`config.mk`:
```
export PLATFORM = sky130hd
export DESIGN_NAME = key_fifo_ctrl
export DESIGN_NICKNAME = d
export VERILOG_FILES = /design/src/rtl/key_fifo_ctrl.sv
export SDC_FILE = /design/constraint.sdc
export NUM_CORES = 1
export LEC_CHECK = 0
export CORE_MARGIN = 5
export CORE_UTILIZATION = 49
export DETAILED_ROUTE_END_ITERATION = 8
export HOLD_SLACK_MARGIN = 0.06
export PLACE_DENSITY = 0.81
export SLEW_MARGIN = 20
export SYNTH_ARGS = -nofsm -noshare
export SYNTH_HDL_FRONTEND = slang
export SYNTH_SLANG_ARGS = --single-unit
```
`constraint.sdc`:
```
create_clock -name clk_50m -period 3.7 [get_ports clk_50m]
set_input_delay 1.11 -clock clk_50m [delete_from_list [all_inputs] [get_ports clk_50m]]
set_output_delay 1.11 -clock clk_50m [all_outputs]
set_load 0.02 [all_outputs]
```
`src/rtl/key_fifo_ctrl.sv`:
```
// key_fifo_ctrl: ring-buffer controller for the keyboard character buffer.
// Keeps head/tail/count, sequences an external dual-port RAM with 1-cycle
// read latency, counts dropped pushes and serves CPU pop/status/clear.
// Ports:
//   clk_50m, BTNC           clock, async active-high reset
//   push_valid, push_data   keyboard push (one char per cycle)
//   ram_we/waddr/wdata      RAM write port (address = tail)
//   ram_raddr, ram_rdata    RAM read port (address = head, data 1 cycle later)
//   cpu_req, cpu_sel        request strobe; sel 0 pop, 1 status, 2 clear, 3 rsvd
//   cpu_ack, cpu_rdata      one-cycle response strobe and held response word
//   irq                     registered buffer-not-empty
module key_fifo_ctrl #(
    parameter int AW     = 8,
    parameter int DROP_W = 8
) (
    input  logic          clk_50m,
    input  logic          BTNC,
    input  logic          push_valid,
    input  logic [7:0]    push_data,
    output logic          ram_we,
    output logic [AW-1:0] ram_waddr,
    output logic [7:0]    ram_wdata,
    output logic [AW-1:0] ram_raddr,
    input  logic [7:0]    ram_rdata,
    input  logic          cpu_req,
    input  logic [1:0]    cpu_sel,
    output logic          cpu_ack,
    output logic [31:0]   cpu_rdata,
    output logic          irq
);

    localparam int CW = AW + 1;
    localparam logic [CW-1:0] DEPTH = CW'(1) << AW;
    localparam logic [DROP_W-1:0] DROP_MAX = '1;

    typedef enum logic [1:0] {
        IDLE,
        POP_RD,
        POP_CAP,
        ACK
    } state_t;

    state_t state, state_nxt;

    logic [AW-1:0]     head, tail;
    logic [CW-1:0]     count;
    logic [DROP_W-1:0] drop_cnt;
    logic [31:0]       drop_ext;
    logic [31:0]       rdata_nxt;
    logic              rdata_load;
    logic              empty, full;
    logic              clear, push_ok, pop_commit;

    assign empty      = (count == '0);
    assign full       = (count == DEPTH);
    assign clear      = (state == IDLE) && cpu_req && (cpu_sel == 2'd2);
    // A clear discards any push landing in the same cycle.
    assign push_ok    = push_valid && !full && !clear;
    assign pop_commit = (state == POP_CAP);
    assign drop_ext   = 32'(drop_cnt);

    assign ram_we    = push_ok;
    assign ram_waddr = tail;
    assign ram_wdata = push_data;
    assign ram_raddr = head;
    assign cpu_ack   = (state == ACK);

    always_comb begin
        state_nxt  = state;
        rdata_nxt  = '0;
        rdata_load = 1'b0;
        case (state)
            IDLE: begin
                if (cpu_req) begin
                    state_nxt  = ACK;
                    rdata_load = 1'b1;
                    case (cpu_sel)
                        2'd0: begin
                            if (!empty) begin
                                state_nxt  = POP_RD;
                                rdata_load = 1'b0;
                            end
                        end
                        2'd1: rdata_nxt = {drop_ext[7:0], 6'b0, full,
                                           empty, 16'(count)};
                        default: rdata_nxt = '0;
                    endcase
                end
            end
            POP_RD: state_nxt = POP_CAP;
            POP_CAP: begin
                state_nxt  = ACK;
                rdata_load = 1'b1;
                rdata_nxt  = {23'b0, 1'b1, ram_rdata};
            end
            ACK: state_nxt = IDLE;
            default: state_nxt = IDLE;
        endcase
    end

    always_ff @(posedge clk_50m or posedge BTNC) begin
        if (BTNC) begin
            state <= IDLE;
        end else begin
            state <= state_nxt;
        end
    end

    always_ff @(posedge clk_50m or posedge BTNC) begin
        if (BTNC) begin
            head      <= '0;
            tail      <= '0;
            count     <= '0;
            drop_cnt  <= '0;
            irq       <= 1'b0;
            cpu_rdata <= '0;
        end else begin
            if (push_ok) begin
                tail <= tail + AW'(1);
            end
            if (clear) begin
                head <= tail;
            end else if (pop_commit) begin
                head <= head + AW'(1);
            end
            if (clear) begin
                count <= '0;
            end else begin
                count <= count + CW'(push_ok) - CW'(pop_commit);
            end
            // Full is judged on the registered count, so a push meeting a
            // pop commit while full is still dropped.
            if (clear) begin
                drop_cnt <= '0;
            end else if (push_valid && full && drop_cnt != DROP_MAX) begin
                drop_cnt <= drop_cnt + DROP_W'(1);
            end
            irq <= !empty;
            if (rdata_load) begin
                cpu_rdata <= rdata_nxt;
            end
        end
    end

endmodule

```
==> results.tsv, run 1 <==
stage	metric	value	unit
logic_synthesis	synth warn	0	
power_and_ir_drop	switching power	1287	uW
clock_tree	hold buffers post-CTS	0	
logic_synthesis	Synth area leaders	dfrtp_1 (46%), ha_1 (7.9%), buf_4 (5.2%)	
min_path	Hold Path Class	flop to flop	
final_layout	layout cells sized above 1	0.09621	
worst_setup_path	Worst Setup End Kind	output port	
logic_synthesis	Mapped Cells	289	
place	DP HPWL	4.637	mm
clock_tree	CTS H-Tree Depth	2	
power_and_ir_drop	Comb pwr share	0.548	
logic_synthesis	Netlist cell types	48	
power_and_ir_drop	leak pwr	0.001729	uW
floorplan	Placeable Area	5956	um2
power_and_ir_drop	Pwr per Cell Area	829.5	nW/um2
logic_synthesis	Post-Syn Area	3014	um2
logic_synthesis	area share of the largest cell type after synthesis	0.4566	
global_route	vias in the first global route	2280	
worst_setup_path	CP Max Fanout	3	
global_route	GRT Util Overall	0.1770	
worst_setup_path	worst path arrival time	2.35	ns
worst_setup_path	Crit Path Class	primary input to output port	
clock_tree	Worst-Skew Late Latency	0.31	ns
worst_setup_path	startpoint types	primary input	
power_and_ir_drop	Clock Power Share	0.120	
floorplan	Initial Util	0.5061	
power_and_ir_drop	Reg power frac	0.332	
clock_tree	CTS Buf Count	5	
logic_synthesis	count leader, synth	dfrtp_1	
timing	# setup viols final	0	
place	I/O Buffers	51	
place	dpl cell area	3563	um2
timing	RSZ-0062 raised after global routing	false	
logic_synthesis	Post-synth top cells	dfrtp_1 (55), inv_1 (26), buf_4 (21)	
final_layout	area grow syn2layout	21.63	%
power_and_ir_drop	P_int	1754	uW
min_path	hold path cells	2	
clock_tree	CTS tree	yes	
worst_setup_path	Worst R2R Start	state[1]	
global_route	first-pass GRT wire length	10.73	mm
detailed_routing	vias per inst	5.438	
worst_setup_path	terminus of the critical flop-to-flop path	count[8]	
worst_setup_path	Required @ worst endpoint	2.59	ns
floorplan	Die X	88.43	um
final_layout	fin nets	384	
logic_synthesis	register area share after synthesis	0.4566	
worst_setup_path	R2R Setup Slk	0.81	ns
logic_synthesis	Post-synth EDFFs	0	
logic_synthesis	Post-synth ARST share	1.000	
timing	worst setup margin	0.2404	ns
detailed_routing	Routed WL	6.357	mm
clock_tree	Clock Path Buffers	2	
clock_tree	clock slew at reported path FFs	0.09	ns
timing	fin crit share	0.9350	
floorplan	Chip Height	88.43	um
detailed_routing	DR pass1 iterations	5	
timing	final-report max-slew violation count	0	
floorplan	FP Rows	28	
final_layout	diode count	0	
worst_setup_path	Critical Path Start	cpu_sel[0]	
detailed_routing	# DRC	0	
status	outcome	completed	
timing	relative slew slack	0.5466	
detailed_routing	Routed Antenna Nets	0	
timing	actual slew at the worst max-slew pin	0.6801	ns
timing	fmax	289.0	MHz
timing	Fin. Hold Viols	0	
worst_setup_path	cells along the critical path	clkdlybuf4s50_1 > nand4b_1 > o211a_1 > dlygate4sd2_1	
min_path	Hold Crit Start	cpu_rdata[1]	
logic_synthesis	Syn Area/Cell	10.43	um2
global_route	initial antenna violation count	0	
worst_setup_path	R2R cell count	12	
power_and_ir_drop	switching share of power	0.4233	
clock_tree	CTS sink count	55	
floorplan	Die Area	7820	um2
logic_synthesis	Synth area leader	dfrtp_1	
timing	fin crit period	3.460	ns
global_route	GRT overflow	0	
logic_synthesis	Synth Register Bits	55	
worst_setup_path	Crit path largest cell delay	0.47	ns
clock_tree	Root Driver	clkbuf_8	
worst_setup_path	CP max-delay cell	clkdlybuf4s50_1	
flow_run	max_cap viols	0	
min_path	end of the worst hold path	cpu_rdata[1]	
detailed_routing	initial DRC count	197	
place	final RePlAce weighted congestion	0.8565	
timing	clk_skew	0.004592	ns
detailed_routing	WL per Instance	15.21	um
final_layout	fillers	497	
floorplan	Boundary Pins	81	
logic_synthesis	top_reg_cell synth	dfrtp_1	
global_route	largest net degree at the start of global routing	56	
power_and_ir_drop	maximum vdd ir drop	0.4812	mV
place	Setup WS pre-CTS	-0.01866	ns
final_layout	fin area	3666	um2
detailed_routing	via count	2273	
## flip-flops by register name (all words and copies together), names as in the netlist
name	flops
drop_cnt	8
cpu_rdata	19
ram_waddr	8
ram_raddr	8
count	9
irq	1
state	2
## stage by stage
stage                 util  std cells   TNS (ns)  hold slack [ns]  total power [uW]
finish              0.6155        418          0           0.4994              3041
global route        0.6155        418          0           0.5348              3276
CTS                 0.6155        418          0           0.5078              3058
detailed placement  0.5983        410   -0.01866           0.4877              2669
global placement    0.5983        410  -0.008471           0.4710              2597
floorplan                -        301          0           0.5001              2117
## critical path, delay by kind of cell
kind                   cells  cell delay [ns]
buffers and inverters      2             0.82
AOI/OAI and AO/OA          1             0.23
and+or+nand+nor            1             0.18
## power groups by stage
stage               logic, uW  clock network [uW]  registers (uW)
floorplan                 984                   0            1130
global placement         1580                   0            1010
detailed placement       1650                   0            1020
CTS                      1670                 372            1010
global route             1830                 395            1050
finish                   1670                 364            1010
## layout make-up
type,instances,area (um2),area share
repair buffers,64,606.8,0.1655
multi-input cells,190,1388,0.3785
well taps,75,93.84,0.02560
clock inverters,1,7.507,0.002048
inverters,26,97.59,0.02662
flip-flops and latches,55,1376,0.3754
clock buffers,7,96.34,0.02628
## layout by cell type, fill, tap and decap left out, drive strengths merged, types with 8 or more instances in the layout
| master | synthesis | routed |
|---|---|---|
| conb | 1 | 13 |
| xor2 | 16 | 16 |
| clkdlybuf4s50 | 0 | 50 |
| a22o | 10 | 10 |
| ha | 19 | 19 |
| nand2 | 17 | 17 |
| inv | 26 | 26 |
| xnor2 | 8 | 8 |
| a222oi | 8 | 8 |
| a21oi | 12 | 12 |
| nor2 | 19 | 19 |
| o21ai | 10 | 10 |
| dfrtp | 55 | 55 |
| buf | 25 | 13 |
## worst max-delay path by stage
| stage | endpoint | slack (ns) | depth (start not counted) |
|---|---|---|---|
| finish | ram_we | 0.24 | 4 |
| global route | count[8] | 0.09 | 11 |
| CTS | ram_we | 0.24 | 4 |
| detailed placement | ram_we | -0.02 | 4 |
| global placement | ram_we | -0.008 | 4 |
| floorplan | count[8] | 0.48 | 11 |
## kinds of logic (layout without fill, tap and decap cells)
family | Yosys count | after routing | share of synthesized area
AND/OR/NAND/NOR | 79 | 79 | 0.1474
AO/OA/AOI/OAI | 52 | 52 | 0.1328
XOR/XNOR | 24 | 24 | 0.06974
multiplexers | 2 | 2 | 0.007057
adder cells (fa/ha/maj) | 20 | 20 | 0.08551
other | 1 | 13 | 0.001244
flip-flops | 55 | 55 | 0.4566
buffers and inverters | 56 | 98 | 0.09962
## layer usage
layer	vias to the layer above	global-route usage	wire length, um
li1	1078	-	-
met1	1107	0.2273	2658
met2	74	0.2882	3043
met3	14	0.05121	528
met4	0	0.05907	127
met5	-	0	0
## repair_timing
| action | 4_1_cts | 5_1_grt |
|---|---|---|
| setup buffers | 0 | 0 |
| endpoints found under the setup margin | 1 | 0 |
| gates resized for setup | 1 | 0 |
Power figures use the tool's default switching activity.
==> run 2: changes to the inputs <==
CORE_UTILIZATION = 40   (was 49)
DONT_BUFFER_PORTS = 1   (was default)
PLACE_DENSITY = default   (was 0.81)
RECOVER_POWER = 50   (was default)
==> run 2 against run 1 <==
Die area is 20% higher. Fmax is 14% higher. Register-to-register slack hardly changed. Cell count is 8.1% lower. Routed wire length is 8.2% lower. Flip-flop and latch count stayed put. Via count is 11% lower. Clock power is 13% higher. Power is 11% lower. Global-route usage is 5.1 points lower. Critical path depth is 1 higher. Worst hold slack better by 0.054 ns.
==> results.tsv, run 2 (synthesized netlist as in run 1, its figures left out) <==
stage	metric	value	unit
status	outcome	completed	
timing	actual slew at the worst max-slew pin	1.055	ns
final_layout	Top Registers	cpu_rdata x19, count x9	
floorplan	Die X	96.81	um
final_layout	Final Non-Filler Cells	384	
place	DP HPWL	4.417	mm
clock_tree	Root Driver	clkbuf_8	
worst_setup_path	R2R cell count	12	
min_path	Hold Path Class	flop to flop	
clock_tree	clock slew at reported path FFs	0.10	ns
global_route	first-pass GRT wire length	9.887	mm
worst_setup_path	worst path arrival time	1.94	ns
clock_tree	Clock Path Buffers	2	
place	final RePlAce weighted congestion	0.8223	
worst_setup_path	startpoint types	flop	
global_route	initial antenna violation count	0	
final_layout	fillers	722	
final_layout	most common cell after layout, fill and taps aside	dfrtp_1	
power_and_ir_drop	leak pwr	0.001478	uW
worst_setup_path	Crit Path Class	flop to output port	
clock_tree	setup bufs post-CTS	0	
clock_tree	CTS tree	yes	
timing	# setup viols final	0	
detailed_routing	Routed Antenna Nets	0	
timing	final-report max-slew violation count	0	
min_path	Hold Crit Start	count[6]	
timing	Setup TNS	0	ns
floorplan	Boundary Pins	81	
final_layout	Most flops, register	cpu_rdata	
power_and_ir_drop	Pwr per Cell Area	870.1	nW/um2
clock_tree	CTS Buf Count	5	
detailed_routing	DR pass1 iterations	5	
final_layout	max reg flops	19	
global_route	GRT Util Overall	0.1257	
global_route	largest net degree at the start of global routing	30	
final_layout	area of the multi-input gates	1368	um2
detailed_routing	WL per Instance	15.19	um
worst_setup_path	R2R Setup Slk	0.82	ns
final_layout	fin nets	326	
worst_setup_path	delay-heaviest family, CP	buffers and inverters	
clock_tree	CTS sink count	55	
min_path	end of the worst hold path	cpu_rdata[6]	
global_route	GRT overflow	0	
worst_setup_path	CP max-delay cell	clkbuf_1	
place	I/O Buffers	0	
final_layout	fin area	3114	um2
detailed_routing	# DRC	0	
detailed_routing	Routed WL	5.834	mm
timing	fmax	328.2	MHz
final_layout	most frequent cells in the layout	dfrtp_1 (55), inv_1 (26), nor2_1 (19), ha_1 (19), nand2_1 (17)	
final_layout	FF+latch area	1376	um2
clock_tree	hold buffers post-CTS	0	
timing	fin crit share	0.8236	
worst_setup_path	Buf+Inv Stages, Crit Path	2	
timing	Fin. Hold Viols	0	
timing	RSZ-0062 raised after global routing	false	
clock_tree	Worst-Skew Late Latency	0.31	ns
floorplan	Die Area	9371	um2
floorplan	Initial Util	0.4133	
final_layout	diode count	0	
worst_setup_path	cells along the critical path	inv_1 > ha_1 > nand4b_1 > o211a_1 > clkbuf_1	
place	Placed Instances	376	
worst_setup_path	Worst R2R Start	count[5]	
detailed_routing	via count	2021	
final_layout	layout cells sized above 1	0.07018	
worst_setup_path	Required @ worst endpoint	2.59	ns
timing	fin crit period	3.047	ns
detailed_routing	initial DRC count	101	
floorplan	Placeable Area	7292	um2
detailed_routing	vias per inst	5.263	
timing	relative slew slack	0.2959	
worst_setup_path	Crit path largest cell delay	0.46	ns
floorplan	Chip Height	96.81	um
worst_setup_path	CP Max Fanout	7	
clock_tree	CTS H-Tree Depth	2	
global_route	vias in the first global route	2008	
flow_run	max_cap viols	0	
clock_tree	Post-CTS Resized	0	
final_layout	area grow syn2layout	3.321	%
timing	clk_skew	0.008381	ns
power_and_ir_drop	maximum vdd ir drop	0.4117	mV
worst_setup_path	Worst Setup End Kind	output port	
floorplan	FP Rows	31	
min_path	hold path cells	2	
place	dpl cell area	3030	um2
worst_setup_path	terminus of the critical flop-to-flop path	count[8]	
[run 2: layout make-up]
type	instances	area share
Multi-Input combinational cell	190	0.4391
Sequential cell	55	0.4419
Inverter	26	0.03134
Clock inverter	2	0.01125
Tap cell	99	0.03978
Timing Repair Buffer	6	0.01004
Clock buffer	6	0.02652
[run 2: worst register-to-register path, delay by kind of cell, from the launching register on]
kind | cells | cell delay, ns
adder cells (fa/ha/maj) | 3 | 0.56
AO/OA/AOI/OAI | 3 | 0.77
AND/OR/NAND/NOR | 4 | 0.87
buffers and inverters | 2 | 0.17
flip-flops | 1 | 0.42
[run 2: report_power, final]
group          total (uW)  internal (uW)  switching, uW
Combinational        1110            504            609
Clock                 412            219            192
Sequential           1190            806            379
[run 2: layer usage]
metal,track usage,share of wire,wire length (um),vias to the layer above
li1,-,-,-,959
met2,0.1921,0.44,2583,67
met3,0.04748,0.090,524,4
met4,0.02916,0.0058,34,0
met5,0,0,0,-
met1,0.1692,0.46,2692,991
[run 2: worst max path at each step]
stage	from	end	slack, ns	cells after the start
6_report	count[5]	ram_we	0.65	5
3_3_place_gp	cpu_sel[0]	count[8]	0.61	10
5_1_grt	count[2]	ram_we	0.54	5
3_5_place_dp	cpu_sel[0]	count[8]	0.54	10
4_1_cts	cpu_sel[0]	count[8]	0.88	10
2_1_floorplan	push_valid	count[8]	0.48	11
[run 2: stage by stage]
| step | hold slack, ns | setup slack (ns) | utilization | total power, uW |
|---|---|---|---|---|
| after global placement | 0.5289 | 0.6064 | 0.4156 | 2315 |
| after detailed placement | 0.5404 | 0.5434 | 0.4156 | 2343 |
| after floorplan | 0.5001 | 0.4792 | - | 2117 |
| final | 0.5529 | 0.6528 | 0.4271 | 2710 |
| after CTS | 0.5584 | 0.8761 | 0.4317 | 2763 |
| after global routing | 0.5880 | 0.5420 | 0.4271 | 2949 |
==> run 3: changes to the inputs <==
clock period = 2.9 ns   (was 3.7 ns; I/O delays follow)
==> run 3 against run 2 <==
Non-clock buffer count grew 2. Critical path depth is the same. Die area is the same. Final area grew 1.4%. Critical endpoint unchanged. Routed wire length grew 4.7%.
==> results.tsv, run 3 (synthesized netlist as in run 1, its figures left out) <==
stage	metric	value	unit
global_route	largest net degree at the start of global routing	31	
detailed_routing	vias per inst	5.298	
detailed_routing	Routed WL	6.106	mm
final_layout	fin nets	328	
clock_tree	CTS Buf Count	5	
min_path	hold path cells	2	
detailed_routing	DR pass1 iterations	5	
worst_setup_path	Crit Path Class	flop to output port	
place	final RePlAce weighted congestion	0.8256	
place	I/O Buffers	0	
min_path	Hold Path Class	flop to flop	
worst_setup_path	terminus of the critical flop-to-flop path	count[8]	
final_layout	Core Util, Final	0.4331	
power_and_ir_drop	maximum vdd ir drop	0.4342	mV
clock_tree	Worst-Skew Late Latency	0.31	ns
min_path	end of the worst hold path	cpu_rdata[3]	
floorplan	Die X	96.81	um
timing	actual slew at the worst max-slew pin	1.166	ns
clock_tree	CTS tree	yes	
flow_run	max_cap viols	0	
timing	relative slew slack	0.2216	
final_layout	Most flops, register	cpu_rdata	
final_layout	Top Registers	cpu_rdata x19, count x9	
timing	worst setup margin	0.2122	ns
detailed_routing	via count	2045	
clock_tree	clock slew at reported path FFs	0.10	ns
detailed_routing	WL per Instance	15.82	um
timing	RSZ-0062 raised after global routing	false	
place	DP HPWL	4.504	mm
worst_setup_path	R2R Setup Slk	0.22	ns
timing	fmax	372.0	MHz
worst_setup_path	CP Max Fanout	7	
final_layout	diode count	0	
detailed_routing	initial DRC count	73	
clock_tree	CTS sink count	55	
timing	Setup TNS	0	ns
detailed_routing	Routed Antenna Nets	0	
floorplan	Initial Util	0.4133	
timing	fin crit share	0.9268	
final_layout	most frequent cells in the layout	dfrtp_1 (55), inv_1 (26), nor2_1 (19), ha_1 (19), nand2_1 (17)	
min_path	Hold Crit Start	count[3]	
floorplan	Placeable Area	7292	um2
worst_setup_path	Worst R2R Start	count[5]	
global_route	GRT Util Overall	0.1335	
status	outcome	completed	
detailed_routing	# DRC	0	
global_route	first-pass GRT wire length	10.32	mm
power_and_ir_drop	Pwr per Cell Area	1127	nW/um2
clock_tree	CTS H-Tree Depth	2	
floorplan	Die Area	9371	um2
floorplan	Chip Height	96.81	um
final_layout	layout cells sized above 1	0.09059	
worst_setup_path	Required @ worst endpoint	2.03	ns
power_and_ir_drop	leak pwr	0.001515	uW
timing	# setup viols final	0	
global_route	initial antenna violation count	0	
clock_tree	hold buffers post-CTS	0	
timing	final-report max-slew violation count	0	
worst_setup_path	startpoint types	flop	
worst_setup_path	worst path arrival time	1.82	ns
final_layout	area grow syn2layout	4.774	%
timing	clk_skew	0.01118	ns
global_route	GRT overflow	0	
final_layout	max reg flops	19	
floorplan	Boundary Pins	81	
final_layout	most common cell after layout, fill and taps aside	dfrtp_1	
worst_setup_path	R2R cell count	12	
global_route	vias in the first global route	2057	
place	Setup WS pre-CTS	0.06354	ns
clock_tree	Root Driver	clkbuf_8	
clock_tree	Clock Path Buffers	2	
worst_setup_path	Worst Setup End Kind	output port	
timing	Fin. Hold Viols	0	
floorplan	FP Rows	31	
timing	fin crit period	2.688	ns
run 3: stage by stage:
step	power, uW	instances	area (um2)	hold slack, ns
after floorplan	2702	301	3062	0.5001
after global placement	3005	378	3045	0.5306
after detailed placement	3048	378	3045	0.5264
after CTS	3593	386	3162	0.5228
after global routing	3868	386	3158	0.5783
final	3560	386	3158	0.5552
run 3: worst max-delay path by stage:
stage               startpoint  endpoint  cells past startpoint
finish                count[5]    ram_we                      5
detailed placement  cpu_sel[0]  count[8]                     10
floorplan           push_valid  count[8]                     11
global route          state[1]  count[8]                     12
global placement    cpu_sel[0]  count[8]                     10
CTS                   count[5]  count[8]                     12
run 3: final cells by class:
| type | count | area [um2] |
|---|---|---|
| Clock inverter | 3 | 47.55 |
| Sequential cell | 55 | 1376 |
| Inverter | 26 | 97.59 |
| Multi-Input combinational cell | 190 | 1394 |
| Timing Repair Buffer | 8 | 50.05 |
| Tap cell | 99 | 123.9 |
| Clock buffer | 5 | 68.82 |
| Fill cell | 725 | 4134 |
run 3: where the power goes:
part	internal, uW	switching (uW)
sequential	1030	494
clock	262	259
combinational	689	828
run 3: timing repair:
item                                    CTS  global route
hold endpoints to repair                  0             0
endpoints found under the setup margin    0             1
resized for setup                         0             1
setup buffers                             0             0
run 3: worst max-delay path, cell delays in order, from the launching register on:
cell      delay [ns]
dfrtp_1         0.41
inv_1           0.09
ha_1            0.21
nand4b_4        0.15
o211a_1         0.20
clkbuf_1        0.45
run 3: routing by layer:
| metal | vias to the layer above | global-route usage | wire (um) |
|---|---|---|---|
| li1 | 967 | - | - |
| met1 | 1000 | 0.1656 | 2677 |
| met2 | 73 | 0.2176 | 2821 |
| met3 | 5 | 0.05252 | 545 |
| met4 | 0 | 0.03348 | 61 |
| met5 | - | 0 | 0 |
